$ cat src/rtl/alu_seq_ctrl_if.sv
// alu_seq_ctrl_if: request/response handshakes, shared-bus signals and ALU strobes of the ALU sequencer
interface alu_seq_ctrl_if #(parameter int W = 32);
   logic         req_valid;
   logic         req_ready;
   logic [3:0]   req_op;
   logic [W-1:0] req_a;
   logic [W-1:0] req_b;
   logic         rsp_valid;
   logic         rsp_ready;
   logic [W-1:0] rsp_data;
   logic         rsp_err;
   logic         bus_req;
   logic         bus_gnt;
   logic         bus_oe;
   logic [W-1:0] bus_drv;
   logic [W-1:0] bus_in;
   logic         a_in;
   logic         c_in;
   logic         c_out;
   logic         add;
   logic         sub;
   logic         a_and_b;
   logic         a_or_b;
   logic         shr;
   logic         shra;
   logic         shl;
   logic         not_a;
   logic         c_eq_b;
   logic         inc_4;
   modport master (
      input  req_valid, req_op, req_a, req_b, rsp_ready, bus_gnt, bus_in,
      output req_ready, rsp_valid, rsp_data, rsp_err, bus_req, bus_oe, bus_drv,
             a_in, c_in, c_out, add, sub, a_and_b, a_or_b, shr, shra, shl, not_a, c_eq_b, inc_4
   );
   modport slave (
      output req_valid, req_op, req_a, req_b, rsp_ready, bus_gnt, bus_in,
      input  req_ready, rsp_valid, rsp_data, rsp_err, bus_req, bus_oe, bus_drv,
             a_in, c_in, c_out, add, sub, a_and_b, a_or_b, shr, shra, shl, not_a, c_eq_b, inc_4
   );
endinterface

$ cat src/rtl/alu_seq_ctrl.sv
// alu_seq_ctrl: steps the single-bus ALU through load-A, execute, latch-C and read-C phases
// for one request at a time and returns the result captured from the shared bus.
module alu_seq_ctrl #(parameter int W = 32) (
   input  logic clk,
   input  logic reset_n,
   alu_seq_ctrl_if.master sif
);
   typedef enum logic [2:0] {IDLE, LOAD_A, EXEC, LATCH, READ_C, RESP} state_t;
   state_t       state_q, state_d;
   logic [3:0]   op_q;
   logic [W-1:0] a_q, b_q, data_q;
   logic         err_q;
   logic         legal, accept, busy, go, opdrv;
   logic [9:0]   sel;
   assign legal  = sif.req_op <= 4'd9;
   assign accept = sif.req_valid && state_q == IDLE;
   always_ff @(posedge clk or negedge reset_n)
      if (!reset_n) state_q <= IDLE;
      else          state_q <= state_d;
   always_comb begin
      state_d = state_q;
      case (state_q)
         IDLE:    if (sif.req_valid) state_d = !legal ? RESP : sif.req_op == 4'd8 ? EXEC : LOAD_A;
         LOAD_A:  if (sif.bus_gnt) state_d = EXEC;
         EXEC:    if (sif.bus_gnt) state_d = LATCH;
         LATCH:   if (sif.bus_gnt) state_d = READ_C;
         READ_C:  if (sif.bus_gnt) state_d = RESP;
         RESP:    if (sif.rsp_ready) state_d = IDLE;
         default: state_d = IDLE;
      endcase
   end
   // every strobe is a decode of the registered state qualified by the grant, so reset drops them at once
   always_comb begin
      busy          = state_q inside {LOAD_A, EXEC, LATCH, READ_C};
      go            = busy && sif.bus_gnt;
      opdrv         = go && state_q inside {EXEC, LATCH};
      sel           = opdrv ? 10'd1 << op_q : '0;
      sif.req_ready = state_q == IDLE;
      sif.rsp_valid = state_q == RESP;
      sif.rsp_data  = data_q;
      sif.rsp_err   = err_q;
      sif.bus_req   = busy;
      sif.a_in      = go && state_q == LOAD_A;
      sif.c_in      = go && state_q == LATCH;
      sif.c_out     = go && state_q == READ_C;
      sif.bus_oe    = sif.a_in || opdrv;
      sif.bus_drv   = sif.a_in ? a_q : (opdrv && op_q != 4'd7 && op_q != 4'd9) ? b_q : '0;
      sif.add       = sel[0];
      sif.sub       = sel[1];
      sif.a_and_b   = sel[2];
      sif.a_or_b    = sel[3];
      sif.shr       = sel[4];
      sif.shra      = sel[5];
      sif.shl       = sel[6];
      sif.not_a     = sel[7];
      sif.c_eq_b    = sel[8];
      sif.inc_4     = sel[9];
   end
   always_ff @(posedge clk or negedge reset_n)
      if (!reset_n) begin
         op_q   <= '0;
         a_q    <= '0;
         b_q    <= '0;
         data_q <= '0;
         err_q  <= 1'b0;
      end else begin
         if (accept) begin
            op_q  <= sif.req_op;
            a_q   <= sif.req_a;
            b_q   <= sif.req_b;
            err_q <= !legal;
            if (!legal) data_q <= '0;
         end
         if (sif.c_out) data_q <= sif.bus_in;
      end
endmodule

$ cat src/flat_wrapper.sv
// flat-port wrapper written by rule: the top's interface ports become plain ports
module alu_seq_ctrl_flat 
#(parameter int W = 32)
  (clk, reset_n, sif_req_valid, sif_req_op, sif_req_a, sif_req_b, sif_rsp_ready, sif_bus_gnt, sif_bus_in, sif_req_ready, sif_rsp_valid, sif_rsp_data, sif_rsp_err, sif_bus_req, sif_bus_oe, sif_bus_drv, sif_a_in, sif_c_in, sif_c_out, sif_add, sif_sub, sif_a_and_b, sif_a_or_b, sif_shr, sif_shra, sif_shl, sif_not_a, sif_c_eq_b, sif_inc_4);
  alu_seq_ctrl_if #(.W(W)) sif_i ();
  input  logic clk;
  input  logic reset_n;
  input wire logic [$bits(sif_i.req_valid)-1:0] sif_req_valid;
  input wire logic [$bits(sif_i.req_op)-1:0] sif_req_op;
  input wire logic [$bits(sif_i.req_a)-1:0] sif_req_a;
  input wire logic [$bits(sif_i.req_b)-1:0] sif_req_b;
  input wire logic [$bits(sif_i.rsp_ready)-1:0] sif_rsp_ready;
  input wire logic [$bits(sif_i.bus_gnt)-1:0] sif_bus_gnt;
  input wire logic [$bits(sif_i.bus_in)-1:0] sif_bus_in;
  output wire logic [$bits(sif_i.req_ready)-1:0] sif_req_ready;
  output wire logic [$bits(sif_i.rsp_valid)-1:0] sif_rsp_valid;
  output wire logic [$bits(sif_i.rsp_data)-1:0] sif_rsp_data;
  output wire logic [$bits(sif_i.rsp_err)-1:0] sif_rsp_err;
  output wire logic [$bits(sif_i.bus_req)-1:0] sif_bus_req;
  output wire logic [$bits(sif_i.bus_oe)-1:0] sif_bus_oe;
  output wire logic [$bits(sif_i.bus_drv)-1:0] sif_bus_drv;
  output wire logic [$bits(sif_i.a_in)-1:0] sif_a_in;
  output wire logic [$bits(sif_i.c_in)-1:0] sif_c_in;
  output wire logic [$bits(sif_i.c_out)-1:0] sif_c_out;
  output wire logic [$bits(sif_i.add)-1:0] sif_add;
  output wire logic [$bits(sif_i.sub)-1:0] sif_sub;
  output wire logic [$bits(sif_i.a_and_b)-1:0] sif_a_and_b;
  output wire logic [$bits(sif_i.a_or_b)-1:0] sif_a_or_b;
  output wire logic [$bits(sif_i.shr)-1:0] sif_shr;
  output wire logic [$bits(sif_i.shra)-1:0] sif_shra;
  output wire logic [$bits(sif_i.shl)-1:0] sif_shl;
  output wire logic [$bits(sif_i.not_a)-1:0] sif_not_a;
  output wire logic [$bits(sif_i.c_eq_b)-1:0] sif_c_eq_b;
  output wire logic [$bits(sif_i.inc_4)-1:0] sif_inc_4;
  assign sif_i.req_valid = sif_req_valid;
  assign sif_i.req_op = sif_req_op;
  assign sif_i.req_a = sif_req_a;
  assign sif_i.req_b = sif_req_b;
  assign sif_i.rsp_ready = sif_rsp_ready;
  assign sif_i.bus_gnt = sif_bus_gnt;
  assign sif_i.bus_in = sif_bus_in;
  assign sif_req_ready = sif_i.req_ready;
  assign sif_rsp_valid = sif_i.rsp_valid;
  assign sif_rsp_data = sif_i.rsp_data;
  assign sif_rsp_err = sif_i.rsp_err;
  assign sif_bus_req = sif_i.bus_req;
  assign sif_bus_oe = sif_i.bus_oe;
  assign sif_bus_drv = sif_i.bus_drv;
  assign sif_a_in = sif_i.a_in;
  assign sif_c_in = sif_i.c_in;
  assign sif_c_out = sif_i.c_out;
  assign sif_add = sif_i.add;
  assign sif_sub = sif_i.sub;
  assign sif_a_and_b = sif_i.a_and_b;
  assign sif_a_or_b = sif_i.a_or_b;
  assign sif_shr = sif_i.shr;
  assign sif_shra = sif_i.shra;
  assign sif_shl = sif_i.shl;
  assign sif_not_a = sif_i.not_a;
  assign sif_c_eq_b = sif_i.c_eq_b;
  assign sif_inc_4 = sif_i.inc_4;
  alu_seq_ctrl #(.W(W)) u_core (.clk(clk), .reset_n(reset_n), .sif(sif_i));
endmodule
$ cat config.mk
export PLATFORM = sky130hd
export DESIGN_NAME = alu_seq_ctrl_flat
export DESIGN_NICKNAME = d
export VERILOG_FILES = /design/src/rtl/alu_seq_ctrl_if.sv /design/src/rtl/alu_seq_ctrl.sv /design/src/flat_wrapper.sv
export SDC_FILE = /design/constraint.sdc
export NUM_CORES = 1
export LEC_CHECK = 0
export CAP_MARGIN = 20
export CORE_MARGIN = 5
export CORE_UTILIZATION = 46
export DETAILED_ROUTE_END_ITERATION = 7
export PLACE_DENSITY = 0.82
export SYNTH_ARGS = -nofsm -noshare
export SYNTH_HDL_FRONTEND = slang
export SYNTH_SLANG_ARGS = --single-unit
export TNS_END_PERCENT = 100
$ cat constraint.sdc
create_clock -name clk -period 3.8 [get_ports clk]
set_input_delay 0.76 -clock clk [delete_from_list [all_inputs] [get_ports clk]]
set_output_delay 0.76 -clock clk [all_outputs]
set_load 0.02 [all_outputs]
==> impl_metrics.py <==
metrics = {
    "pwr": {
        "power.density_nw_per_um2": 724.8,
        "power.leakage_uw": 0.002738,
        "power.total_uw": 4834,
        "peakVddDrop_v": 0.0003763,
    },
    "logic_synthesis": {
        "synth_seq_cells": 104,
        "syn_area_um2": 4501,
        "async_flop_share": 1.000,
        "synth_cells": 374,
        "ys_types": 34,
        "syn_area_per_cell_um2": 12.03,
        "synth_edf_count": 0,
        "ys_warn_count": 0,
        "synth_ff_type": "dfrtp_1",
        "ys_seq_area_frac": 0.5783,
        "syn_nets": 479,
    },
    "timing": {
        "relSlewSlack": 0.3856,
        "rsz0062_at_grt": "no",
        "max_freq_mhz": 276.6,
        "fin_crit_sh": 0.9514,
        "fin_setup_tns_ps": 0,
        "setup_viol": 0,
        "layout_min_cycle_time_ps": 3615,
        "skew_ps": 8.424,
        "hold_viol": 0,
        "worst_slew_pin_slew_ps": 921.6,
        "slew_viol_final": 0,
    },
    "worst_setup_path": {
        "endpoint_kind": "output pin",
        "start_kind": "input pin",
        "cp_max_fo": 32,
        "reg2reg_slack_ps": 1640,
        "crit_required_ps": 3040,
        "crit_slowest_cell": "clkdlybuf4s50_1",
        "crit_arrival_ps": 2860,
        "cp_slowest_stage_delay_ps": 630,
        "crit_type": "in2out",
        "r2r_cells": 3,
        "timing.rr.end": "u_core.a_q[26]",
        "crit_family": "buffers and inverters",
        "worstPathCellList": "clkdlybuf4s50_1 -> and3b_1 -> o221a_2 -> buf_12 -> a22o_1 -> clkdlybuf4s50_1",
        "rr_startpoint": "u_core.state_q[1]",
        "path_buf_inv": 3,
        "cpMostUsedCell": "clkdlybuf4s50_1",
    },
    "global_route": {
        "grt_max_degree": 90,
        "grt_overflow_total": 0,
        "grt.total_usage": 0.2000,
        "grt_pass1_vias": 3751,
        "antenna_found_initial": 0,
        "grt_pass1_wl_mm": 18.56,
    },
    "route": {
        "routed_wl_mm": 11.90,
        "route.detailed.drc": 0,
        "ant_nets": 0,
        "drt-initial-drc-count": 111,
        "vias": 3556,
        "first_pass_iters": 4,
        "routedWlPerCell_um": 17.27,
        "vias_per_cell": 5.161,
    },
    "die": {
        "die_y_um": 108.9,
        "placeableCoreArea_um2": 9639,
        "rows": 36,
        "dieArea_um2": 11860,
        "pin_count": 187,
        "die_x_um": 108.9,
        "start_util": 0.4669,
    },
    "clock_network": {
        "cts_tree": "yes",
        "cts_buffer_depth": 2,
        "postCtsSetupBuffers": 0,
        "cts.clk_slew.worst_paths_ps": 100,
        "postCtsHoldBufs": 0,
        "ctsResizeCount": 0,
        "clkLatencyLatePin_ps": 350,
        "clock_sinks": 104,
        "cts_buffers": 9,
        "root_buffer": "clkbuf_8",
        "htree_levels": 3,
    },
    "placed_design": {
        "io_buffers": 186,
        "gp_congestion": 0.7802,
        "dp_hpwl_mm": 8.679,
    },
    "layout": {
        "final_layout_size_suffix_gt1_frac": 0.1403,
        "multi_input_area_um2": 1760,
        "fillers": 725,
        "antenna_cells": 0,
        "nets": 656,
        "ff_latch_area_um2": 2603,
        "area_growth_pct": 48.21,
    },
    "flow_run": {
        "cap_violations": 0,
    },
    "status": {
        "status": "finished clean",
    },
    "hold_path": {
        "hp-class": "in2async",
    },
}
==> cells in the final DEF, fill, tap and decap left out, drive strengths merged <==
cell type and count:
clkinv 3, or2 1, nor4b 2, inv 5, a221oi 1, xnor2 3
a21oi 2, nand4bb 1, o22ai 1, nand2 68, or3 2, nor4bb 1
and3b 1, a21o 1, clkinvlp 1, nand3b 1, o21ai 33, clkbuf 9
nor4 1, buf 8, nor3b 1, nand2b 4, o211a 1, o221a 2
mux2 68, a22o 32, nor3 5, clkdlybuf4s50 185, nand3 1, dfrtp 104
nor2 8
==> cell type report <==
type,count,share of cell area
sequential,104,0.3902
timing repair buffer,193,0.2934
multi-input combinational,241,0.2639
tap,133,0.02495
clock buffer,9,0.01857
clock inverter,7,0.007878
inverter,2,0.001125
==> where the power goes <==
| part | internal, uW | switching, uW |
|---|---|---|
| Combinational | 1200 | 1020 |
| Sequential | 1630 | 359 |
| Clock | 245 | 378 |
| Total | 3070 | 1760 |
==> layer usage <==
layer | share of wire | GRT usage | vias up | wire (um)
met4 | 0.0066 | 0.05230 | 0 | 78
met3 | 0.11 | 0.07756 | 6 | 1290
met5 | 0 | 0 | - | 0
met2 | 0.47 | 0.3180 | 152 | 5541
met1 | 0.42 | 0.2569 | 1729 | 4990
li1 | - | - | 1669 | -
==> worst max-delay path by stage <==
stage                      endpoint        start  slack, ps  cells past startpoint
finish              sif_bus_drv[11]  sif_bus_gnt        180                      6
global route        sif_bus_drv[11]  sif_bus_gnt         90                      6
CTS                 sif_bus_drv[11]  sif_bus_gnt        170                      6
detailed placement  sif_bus_drv[11]  sif_bus_gnt        180                      6
global placement    sif_bus_drv[11]  sif_bus_gnt        230                      6
floorplan           sif_bus_drv[22]  sif_bus_gnt       1310                      4
==> sequential cells by signal (all words and copies together) (netlist names) <==
signal               flops
u_core.sif.rsp_err       1
u_core.a_q              32
u_core.b_q              32
u_core.state_q           3
u_core.sif.rsp_data     32
u_core.op_q              4
==> cells by family after synthesis <==
logic type,count (synthesis),share of synthesized area
buffers and inverters,29,0.03392
and+or+nand+nor,97,0.09841
xor gates and xnor gates,3,0.005839
DFF,104,0.5783
AOI/OAI and AO/OA,73,0.1134
muxes,68,0.1701
==> worst register-to-register path: cells and delay by family (launching register included) <==
family                 cells  cell delay [ps]
DFF                        1              550
muxes                      1              460
buffers and inverters      1              710
and+or+nand+nor            1              330
==> Yosys cell counts (2+ instances only) <==
master	n	area, um2
o21ai_0	28	140.1
nor3_1	5	25.02
dfrtp_1	104	2603
o21ai_1	5	25.02
o221a_2	2	22.52
nor2_1	8	30.03
clkbuf_1	4	15.01
mux2_1	20	225.2
a22o_1	32	280.3
mux2_2	48	540.5
or3_1	2	12.51
buf_6	2	22.52
buf_2	20	100.1
nand2_1	68	255.2
xnor2_1	3	26.28
a21oi_1	2	10.01
nand2b_1	4	25.02
==> metrics by stage <==
stage          utilization  hold WS, ps  std cells  setup slack [ps]  cell area [um2]
4_1_cts             0.6891        504.0        688             173.3             6643
3_5_place_dp        0.6708        478.5        672             179.8             6466
2_1_floorplan            -        458.5        374              1312             4501
5_1_grt             0.6920        402.2        689             89.62             6670
3_3_place_gp        0.6708        465.2        672             230.7             6466
6_report            0.6920        373.9        689             184.6             6670
Note: power is estimated with default switching activity, not from simulation.
